===== config.mk =====
export PLATFORM = sky130hd
export DESIGN_NAME = param_data_path
export DESIGN_NICKNAME = d
export VERILOG_FILES = /design/src/rtl/dp_pkg.sv /design/src/rtl/dp_alu.sv /design/src/rtl/param_data_path.sv
export SDC_FILE = /design/constraint.sdc
export NUM_CORES = 1
export LEC_CHECK = 0
export CAP_MARGIN = 10
export CELL_PAD_IN_SITES_DETAIL_PLACEMENT = 0
export CELL_PAD_IN_SITES_GLOBAL_PLACEMENT = 1
export CORE_UTILIZATION = 50
export DETAILED_ROUTE_END_ITERATION = 8
export PLACE_DENSITY = 0.83
export SLEW_MARGIN = 20
export SYNTH_ARGS = -nofsm -noshare
export SYNTH_HDL_FRONTEND = slang
export SYNTH_SLANG_ARGS = --single-unit

===== constraint.sdc =====
create_clock -name CLK -period 6.8 [get_ports CLK]
set_clock_uncertainty 0.1 [all_clocks]
set_input_delay 1.02 -clock CLK [delete_from_list [all_inputs] [get_ports CLK]]
set_output_delay 1.02 -clock CLK [all_outputs]
set_load 0.01 [all_outputs]

===== src/rtl/dp_pkg.sv =====
// Shared encodings for the parametrised multicycle datapath: ALU operations
// and the select codes of the PC, register-write and ALU-B multiplexers.
package dp_pkg;

    localparam logic [2:0] ALU_ADD   = 3'd0;
    localparam logic [2:0] ALU_SUB   = 3'd1;
    localparam logic [2:0] ALU_AND   = 3'd2;
    localparam logic [2:0] ALU_OR    = 3'd3;
    localparam logic [2:0] ALU_SLT   = 3'd4;
    localparam logic [2:0] ALU_SLL   = 3'd5;
    localparam logic [2:0] ALU_SRL   = 3'd6;
    localparam logic [2:0] ALU_PASSB = 3'd7;

    localparam logic [1:0] PC_ALU    = 2'd0;
    localparam logic [1:0] PC_ALUOUT = 2'd1;
    localparam logic [1:0] PC_JUMP   = 2'd2;
    localparam logic [1:0] PC_A      = 2'd3;

    localparam logic [1:0] WD_ALUOUT = 2'd0;
    localparam logic [1:0] WD_MDR    = 2'd1;
    localparam logic [1:0] WD_LUI    = 2'd2;
    localparam logic [1:0] WD_LCD    = 2'd3;

    localparam logic [1:0] SRCB_B    = 2'd0;
    localparam logic [1:0] SRCB_ONE  = 2'd1;
    localparam logic [1:0] SRCB_IMM  = 2'd2;
    localparam logic [1:0] SRCB_IMM2 = 2'd3;

endpackage


===== src/rtl/dp_alu.sv =====
// Combinational ALU; shifts act on operand a by one bit, SLT compares signed.
module dp_alu
    import dp_pkg::*;
#(
    parameter int WIDTH = 16
) (
    input  logic [WIDTH-1:0] a,
    input  logic [WIDTH-1:0] b,
    input  logic [2:0]       op,
    output logic [WIDTH-1:0] y
);

    always_comb begin
        y = '0;
        case (op)
            ALU_ADD:   y = a + b;
            ALU_SUB:   y = a - b;
            ALU_AND:   y = a & b;
            ALU_OR:    y = a | b;
            ALU_SLT:   y = {{(WIDTH-1){1'b0}}, ($signed(a) < $signed(b))};
            ALU_SLL:   y = {a[WIDTH-2:0], 1'b0};
            ALU_SRL:   y = {1'b0, a[WIDTH-1:1]};
            ALU_PASSB: y = b;
            default:   y = '0;
        endcase
    end

endmodule


===== src/rtl/param_data_path.sv =====
// Multicycle datapath: PC/IR/A/B/ALUOut/MDR, register file, LCD register and a
// memory handshake that freezes all architectural state while the access waits.
module param_data_path
    import dp_pkg::*;
#(
    parameter int               WIDTH       = 16,
    parameter int               NREGS       = 16,
    parameter logic [WIDTH-1:0] RESET_PC    = '0,
    parameter int               MEM_TIMEOUT = 15
) (
    input  logic             CLK,
    input  logic             Reset,
    input  logic             PCWrite,
    input  logic             PCWriteBeq,
    input  logic             PCWriteBne,
    input  logic [1:0]       PCData,
    input  logic             IorD,
    input  logic             MemRead,
    input  logic             MemWrite,
    input  logic             IRegWrite,
    input  logic             RegWrite,
    input  logic             LCDWrite,
    input  logic             WriteAddr,
    input  logic [1:0]       WriteData,
    input  logic             ALUSrcA,
    input  logic [1:0]       ALUSrcB,
    input  logic             SignExt,
    input  logic [2:0]       ALUOp,
    input  logic [WIDTH-1:0] LCDIn,
    input  logic [WIDTH-1:0] MemRData,
    input  logic             MemReady,
    output logic             MemReq,
    output logic             MemWe,
    output logic [WIDTH-1:0] MemAddr,
    output logic [WIDTH-1:0] MemWData,
    output logic             Stall,
    output logic             Zero,
    output logic [WIDTH-1:0] LCDOut,
    output logic             MemError
);

    localparam int AW = $clog2(NREGS);
    localparam int CW = (MEM_TIMEOUT < 1) ? 1 : $clog2(MEM_TIMEOUT + 1);
    localparam int HW = WIDTH / 2;

    logic [WIDTH-1:0] pc_q, ir_q, a_q, b_q, alu_out_q, mdr_q, lcd_q;
    logic [WIDTH-1:0] regs [NREGS];
    logic [CW-1:0]    wait_cnt;
    logic             mem_err_q;

    logic [AW-1:0]    rs, rt, rd, waddr;
    logic [HW-1:0]    imm;
    logic [WIDTH-1:0] imm_ext, src_a, src_b, alu_y, pc_next, wd, rdata;
    logic             timeout, pc_en;

    assign rs  = ir_q[WIDTH-5 -: AW];
    assign rt  = ir_q[WIDTH-5-AW -: AW];
    assign rd  = ir_q[WIDTH-5-2*AW -: AW];
    assign imm = ir_q[HW-1:0];

    assign imm_ext = SignExt ? {{(WIDTH-HW){imm[HW-1]}}, imm} : {{(WIDTH-HW){1'b0}}, imm};
    assign src_a   = ALUSrcA ? a_q : pc_q;

    always_comb begin
        src_b = b_q;
        case (ALUSrcB)
            SRCB_B:    src_b = b_q;
            SRCB_ONE:  src_b = {{(WIDTH-1){1'b0}}, 1'b1};
            SRCB_IMM:  src_b = imm_ext;
            SRCB_IMM2: src_b = {imm_ext[WIDTH-2:0], 1'b0};
            default:   src_b = b_q;
        endcase
    end

    dp_alu #(.WIDTH(WIDTH)) u_alu (
        .a  (src_a),
        .b  (src_b),
        .op (ALUOp),
        .y  (alu_y)
    );

    assign Zero = (alu_y == '0);

    // The access gives up after MEM_TIMEOUT waited cycles and completes with zero data.
    assign MemReq   = MemRead | MemWrite;
    assign MemWe    = MemWrite;
    assign timeout  = MemReq & ~MemReady & (wait_cnt == CW'(MEM_TIMEOUT));
    assign Stall    = MemReq & ~MemReady & ~timeout;
    assign rdata    = timeout ? '0 : MemRData;
    assign MemAddr  = IorD ? alu_out_q : pc_q;
    assign MemWData = b_q;
    assign LCDOut   = lcd_q;
    assign MemError = mem_err_q;

    assign pc_en = PCWrite | (PCWriteBeq & Zero) | (PCWriteBne & ~Zero);

    always_comb begin
        pc_next = alu_y;
        case (PCData)
            PC_ALU:    pc_next = alu_y;
            PC_ALUOUT: pc_next = alu_out_q;
            PC_JUMP:   pc_next = {pc_q[WIDTH-1:WIDTH-4], ir_q[WIDTH-5:0]};
            PC_A:      pc_next = a_q;
            default:   pc_next = alu_y;
        endcase
    end

    always_comb begin
        wd = alu_out_q;
        case (WriteData)
            WD_ALUOUT: wd = alu_out_q;
            WD_MDR:    wd = mdr_q;
            WD_LUI:    wd = {imm, {(WIDTH-HW){1'b0}}};
            WD_LCD:    wd = LCDIn;
            default:   wd = alu_out_q;
        endcase
    end

    assign waddr = WriteAddr ? rd : rt;

    always_ff @(posedge CLK) begin
        if (Reset) begin
            wait_cnt  <= '0;
            mem_err_q <= 1'b0;
        end else begin
            wait_cnt <= Stall ? wait_cnt + 1'b1 : '0;
            if (timeout)
                mem_err_q <= 1'b1;
        end
    end

    // Register reads use pre-edge contents, so a same-cycle write is not forwarded.
    always_ff @(posedge CLK) begin
        if (Reset) begin
            pc_q      <= RESET_PC;
            ir_q      <= '0;
            a_q       <= '0;
            b_q       <= '0;
            alu_out_q <= '0;
            mdr_q     <= '0;
            lcd_q     <= '0;
            for (int i = 0; i < NREGS; i++)
                regs[i] <= '0;
        end else if (!Stall) begin
            a_q       <= regs[rs];
            b_q       <= regs[rt];
            alu_out_q <= alu_y;
            mdr_q     <= rdata;
            if (IRegWrite)
                ir_q <= rdata;
            if (pc_en)
                pc_q <= pc_next;
            if (LCDWrite)
                lcd_q <= b_q;
            if (RegWrite && waddr != '0)
                regs[waddr] <= wd;
        end
    end

endmodule

* Yosys cells after proc, flatten, opt, wreduce, memory -nomap -nowiden
Memory sizes are Yosys's and may differ from the RTL's. A register that Yosys moved wholly into a read port is not among the register bits.
Cells that the tools add are included.
W data, S select, Z words.
** Storage, ports and cells
- Register bits after elaboration :: 81
- Memory bits (writable) :: 256
- Bits of input ports :: 56
- Output and inout port bits :: 53
- Memories kept :: 1
** Memory list
- regs :: words 16, width 16, read ports 2, clocked after memory_dff 2, wr ports 16, line param_data_path.sv:47 : logic [WIDTH-1:0] regs [NREGS];
** Operators by class
- Add/subtract/negate cells :: 3
- $lt $le $gt $ge :: 1
- Equality and inequality tests :: 17
- Muxes and demuxes :: 18
- Bitwise logic cells :: 15
- Reduce and logical (&&, ||, !) cells :: 15
** Operators by type and width (count)
- $pmux W16 S4 :: 3
- $pmux W16 S8 :: 1
- $mux W16 :: 5
- $add A16 B16 Y16 :: 1
- $and A16 B16 Y16 :: 1
- $logic_not A16 Y1 :: 1
- $lt A16 B16 Y1 :: 1
- $or A16 B16 Y16 :: 1
- $reduce_or A16 Y1 :: 1
- $sub A16 B16 Y16 :: 1
- $eq A2 B2 Y1 const B :: 6
- $eq A3 B3 Y1 const B :: 4
- $mux W4 :: 2
- $mux W1 :: 7
- $eq A2 B1 Y1 const B :: 3
- $eq A3 B2 Y1 const B :: 2
- $logic_not A2 Y1 :: 3
- $reduce_and A2 Y1 :: 3
- $and A1 B1 Y1 :: 5
- $not A1 Y1 :: 5
- $add A4 B1 Y4 const B :: 1
- $eq A4 B4 Y1 const B :: 1
- $reduce_bool A4 Y1 :: 1
- $eq A3 B1 Y1 const B :: 1
- other kinds (6) :: 9

* Logic depth before layout (Yosys ltp)
- Depth in word-level cells :: 10
- Depth in mapped cells :: 19
- Mapped depth without buffers :: 18

* Modules after synthesis
Synthesis repeated with hierarchy kept, for this count alone.
** Second synthesis, totals
- Cell total of the unflattened synthesis :: 1845
- Area total of the unflattened synthesis :: 21673.3 um^2
** By module, submodules not included
- param_data_path :: instances 1, cells each 1438, area each 18975.7 um^2
- dp_alu :: instances 1, cells each 407, area each 2697.6 um^2

* Worst setup path before layout
No wires, ideal clock.
- Path kind :: input to output
- Start point :: input ALUSrcB[0]
- End point :: output Zero
- Data arrival time :: 4383 ps
- Required time :: 5680 ps
- Setup slack :: 1297 ps
- Stages on the path :: 13
- Path buffers :: 1
- Path through :: buf_2 -> o31ai_1 -> inv_1 -> ha_1 -> fa_1 -> a211oi_4 -> o21bai_1 -> a221o_1 -> xnor2_1 -> o221ai_1 -> or4_1 -> nor4_4 -> and2_1
** On the way
- Longest elaborated chain between the ends :: 5
** RTL lines
- start, declared :: line param_data_path.sv:26 : input logic [1:0] ALUSrcB,
- $eq A2 B2 Y1 (tied with other cells) :: line param_data_path.sv:66 : case (ALUSrcB)
- $pmux W16 S4 (*) :: line param_data_path.sv:66
- $sub A16 B16 Y16 (tied with other cells) :: line dp_alu.sv:17 : ALU_SUB: y = a - b;
- $pmux W16 S8 (*) :: line dp_alu.sv:15 : case (op)
- $logic_not A16 Y1 (*) :: line param_data_path.sv:82 : assign Zero = (alu_y == '0);
- end, declared :: line param_data_path.sv:37 : output logic Zero,
Mark *: on every way between the ends. The rest lies on a longest branch, timed or not.

* Final worst setup path
- Start point :: input ALUSrcB[1]
- End point :: output Zero
Same word-level chain as after synthesis.

==> flow_metrics.py <==
metrics = {
    "finish": {
        "fin_nets": 2111,
        "synthToLayoutAreaGrowth_pct": 17.2,
        "final_cell_mix": "nor2_1, edfxtp_1, mux4_2",
        "final_common_cell": "nor2_1",
        "final_core_util": 0.600,
        "insertedDiodeCount": 0,
        "drive_gt1_frac": 0.215,
    },
    "logic_synthesis": {
        "synth_cell_type_count": 78,
        "async_flop_share": 0,
        "syn_inst": 1853,
        "synth_edf_count": 256,
        "syn_area_mm2": 0.0211,
        "syn_area_per_cell_um2": 11.4,
        "ys_seq_elements": 369,
        "synth_seq_area_share": 0.471,
        "synth_ff_type": "edfxtp_1",
        "ys_warn_count": 0,
    },
    "critical_path": {
        "r2r_cells": 17,
        "crit_start": "ALUSrcB[1]",
        "cp_max_fo": 7,
        "crit_chain": "dlymetal6s2s_1 > o21ai_0 > o31ai_2 > inv_1 > ha_1 > fa_1 > a211oi_4 > o21bai_1 > a221o_1 > xnor2_1 > o221ai_1 > or4_1 > nor4_4 > and2_1 > clkdlybuf4s50_1",
        "worstPathArrival_ns": 5.28,
        "worstReg2RegStart": "MemWData[0]",
        "critPathKind": "in2out",
        "end_kind": "primary output",
        "required_ns": 5.68,
        "critPathMaxStageDelay_ns": 0.65,
        "start_kind": "input port",
        "crit_slowest_cell": "or4_1",
    },
    "hold_path": {
        "min-delay-start": "LCDOut[13]",
        "hp-class": "reg2reg",
        "min_delay_path_depth": 2,
    },
    "sta": {
        "worst_hold_slack_ns": 0.351,
        "fmaxAchievable_mhz": 156,
        "tightest_slew_ns": 1.06,
        "rsz0062_at_grt": "false",
        "setup_viol_count_final": 0,
        "max_slew_margin": 0.290,
        "drv_slew": 0,
        "finalCritPeriodShare": 0.941,
        "hold_viol_final": 0,
        "tns_ns": 0,
        "period_minus_slack_ns": 6.40,
    },
    "cts": {
        "cts_inserted_buffers": 41,
        "clock_path_buffers": 3,
        "tritoncts": "built",
        "cts.sink_count": 369,
        "ctsHoldBuffers": 0,
        "clk_pin_slew_ns": 0.06,
        "cts_resized": 0,
        "clkLatencyLatePin_ns": 0.58,
        "post_cts_buffers": 0,
        "htreeDepth": 2,
        "cts-root-buf": "clkbuf_16",
    },
    "placed_design": {
        "io_buffers": 108,
        "place.gp.congestion": 0.941,
        "dp_hpwl_um": 49000,
    },
    "grt": {
        "grt_max_degree": 82,
        "grt_use_total": 0.332,
        "grt_pass1_wl_um": 106000,
        "antenna_found_initial": 0,
        "gr-total-overflow": 0,
        "first_global_vias": 16676,
    },
    "detailed_routing": {
        "wire_per_inst_um": 27.8,
        "vias": 16490,
        "drtAntennaViolNets": 0,
        "drtPass1Iterations": 5,
        "drtIter0Drc": 2020,
        "wirelength_um": 71500,
        "via_per_inst": 6.42,
        "detail_route.drc_violations": 0,
    },
    "power_and_ir_drop": {
        "p_leak_nw": 8.96,
        "p_total_w": 0.00605,
        "p_per_area_mw_per_mm2": 244,
        "worst_ir_drop_vdd_mv": 0.231,
    },
    "die": {
        "fp.dieW_um": 208,
        "core_area_mm2": 0.0413,
        "die_area_mm2": 0.0431,
        "start_util": 0.512,
        "die_h_um": 208,
        "rows": 74,
        "ios": 109,
    },
    "outcome": {
        "status": "complete, no violations",
    },
    "run": {
        "cap_violations": 0,
    },
}
## worst paths after layout
kind / endpoint / slack (ns)
hold / removal: LCDOut[13] / 0.35
setup / recovery: Zero / 0.40
setup reg to reg: pc_q[4] / 1.82
hold reg to reg: LCDOut[13] / 0.35
## report_power, final
| group | switching [W] | total [W] | internal [W] |
|---|---|---|---|
| Combinational | 0.000651 | 0.00118 | 0.000526 |
| Sequential | 0.000104 | 0.00261 | 0.00251 |
| Clock | 0.000916 | 0.00226 | 0.00135 |
## critical path, delay by kind of cell
| kind | cells | cell delay (ns) |
|---|---|---|
| compound gates | 6 | 1.32 |
| simple gates | 3 | 1.06 |
| buf+inv | 3 | 0.96 |
| fa+ha+maj | 2 | 0.76 |
| xor+xnor | 1 | 0.15 |
## metal layers
metal  global-route usage  routed length [um]  vias up
li1                     -                   -     7141
met1                0.430               27000     8227
met2                0.548               34600      942
met3               0.0593                6480      180
met4                0.153                3370        0
met5                    0                   0        -
## registers in the layout, indices dropped and copies added, names as in the netlist
name and flops:
LCDOut 16, MemError 1, MemWData 16, a_q 16, alu_out_q 16, ir_q 12
mdr_q 16, pc_q 16, regs 256, wait_cnt 4
## final cells by class
class	count	area (um2)
fillers	3314	16500
well taps	532	666
multi-input cells	1283	10400
flip-flops and latches	369	9960
clock buffers	58	1160
inverters	59	221
clock inverters	17	203
repair buffers	250	2160
## synth_stat cells (all sizes together), types with 4 or more instances
master	number	area [um2]
and2	7	43.8
a22oi	41	308
nor3b	4	30.0
mux2	38	435
a211o	6	52.6
nand2b	57	357
nor2	343	1290
and3	5	31.3
or2	4	25.0
or4	4	30.0
a21o	8	60.1
ha	49	613
or3	4	25.0
a2bb2oi	7	67.6
a21oi	92	460
a31oi	6	37.5
o211ai	10	75.1
nand3	12	60.1
o21ai	47	246
nor3	22	110
o31ai	8	65.1
o221ai	5	43.8
o22ai	14	87.6
mux4	174	3920
xnor2	7	61.3
buf	43	214
a21boi	5	41.3
nor4	5	46.3
edfxtp	256	7690
nand2	169	634
dfxtp	113	2260
inv	58	218
a221oi	4	35.0
a211oi	16	138
clkbuf	114	428
nor2b	9	56.3
o311ai	4	35.0
mux2i	40	428
o21bai	5	37.5
## cells by family after synthesis
kind of cell / synth area share
AOI/OAI and AO/OA: 0.0950
adders and majority gates: 0.0309
DFF: 0.471
other: 0.000177
muxes: 0.226
buffers and inverters: 0.0408
and+or+nand+nor: 0.132
xor gates and xnor gates: 0.00414
## stage by stage
| stage | area (um2) | instances | setup slack, ns |
|---|---|---|---|
| CTS | 24800 | 2568 | 0.0290 |
| global placement | 23400 | 2493 | 0.0761 |
| detailed placement | 23400 | 2493 | 0.0452 |
| finish | 24800 | 2568 | 0.404 |
| global route | 24800 | 2568 | 0.168 |
| floorplan | 21200 | 1868 | 1.30 |
Power figures use the tool's default switching activity.
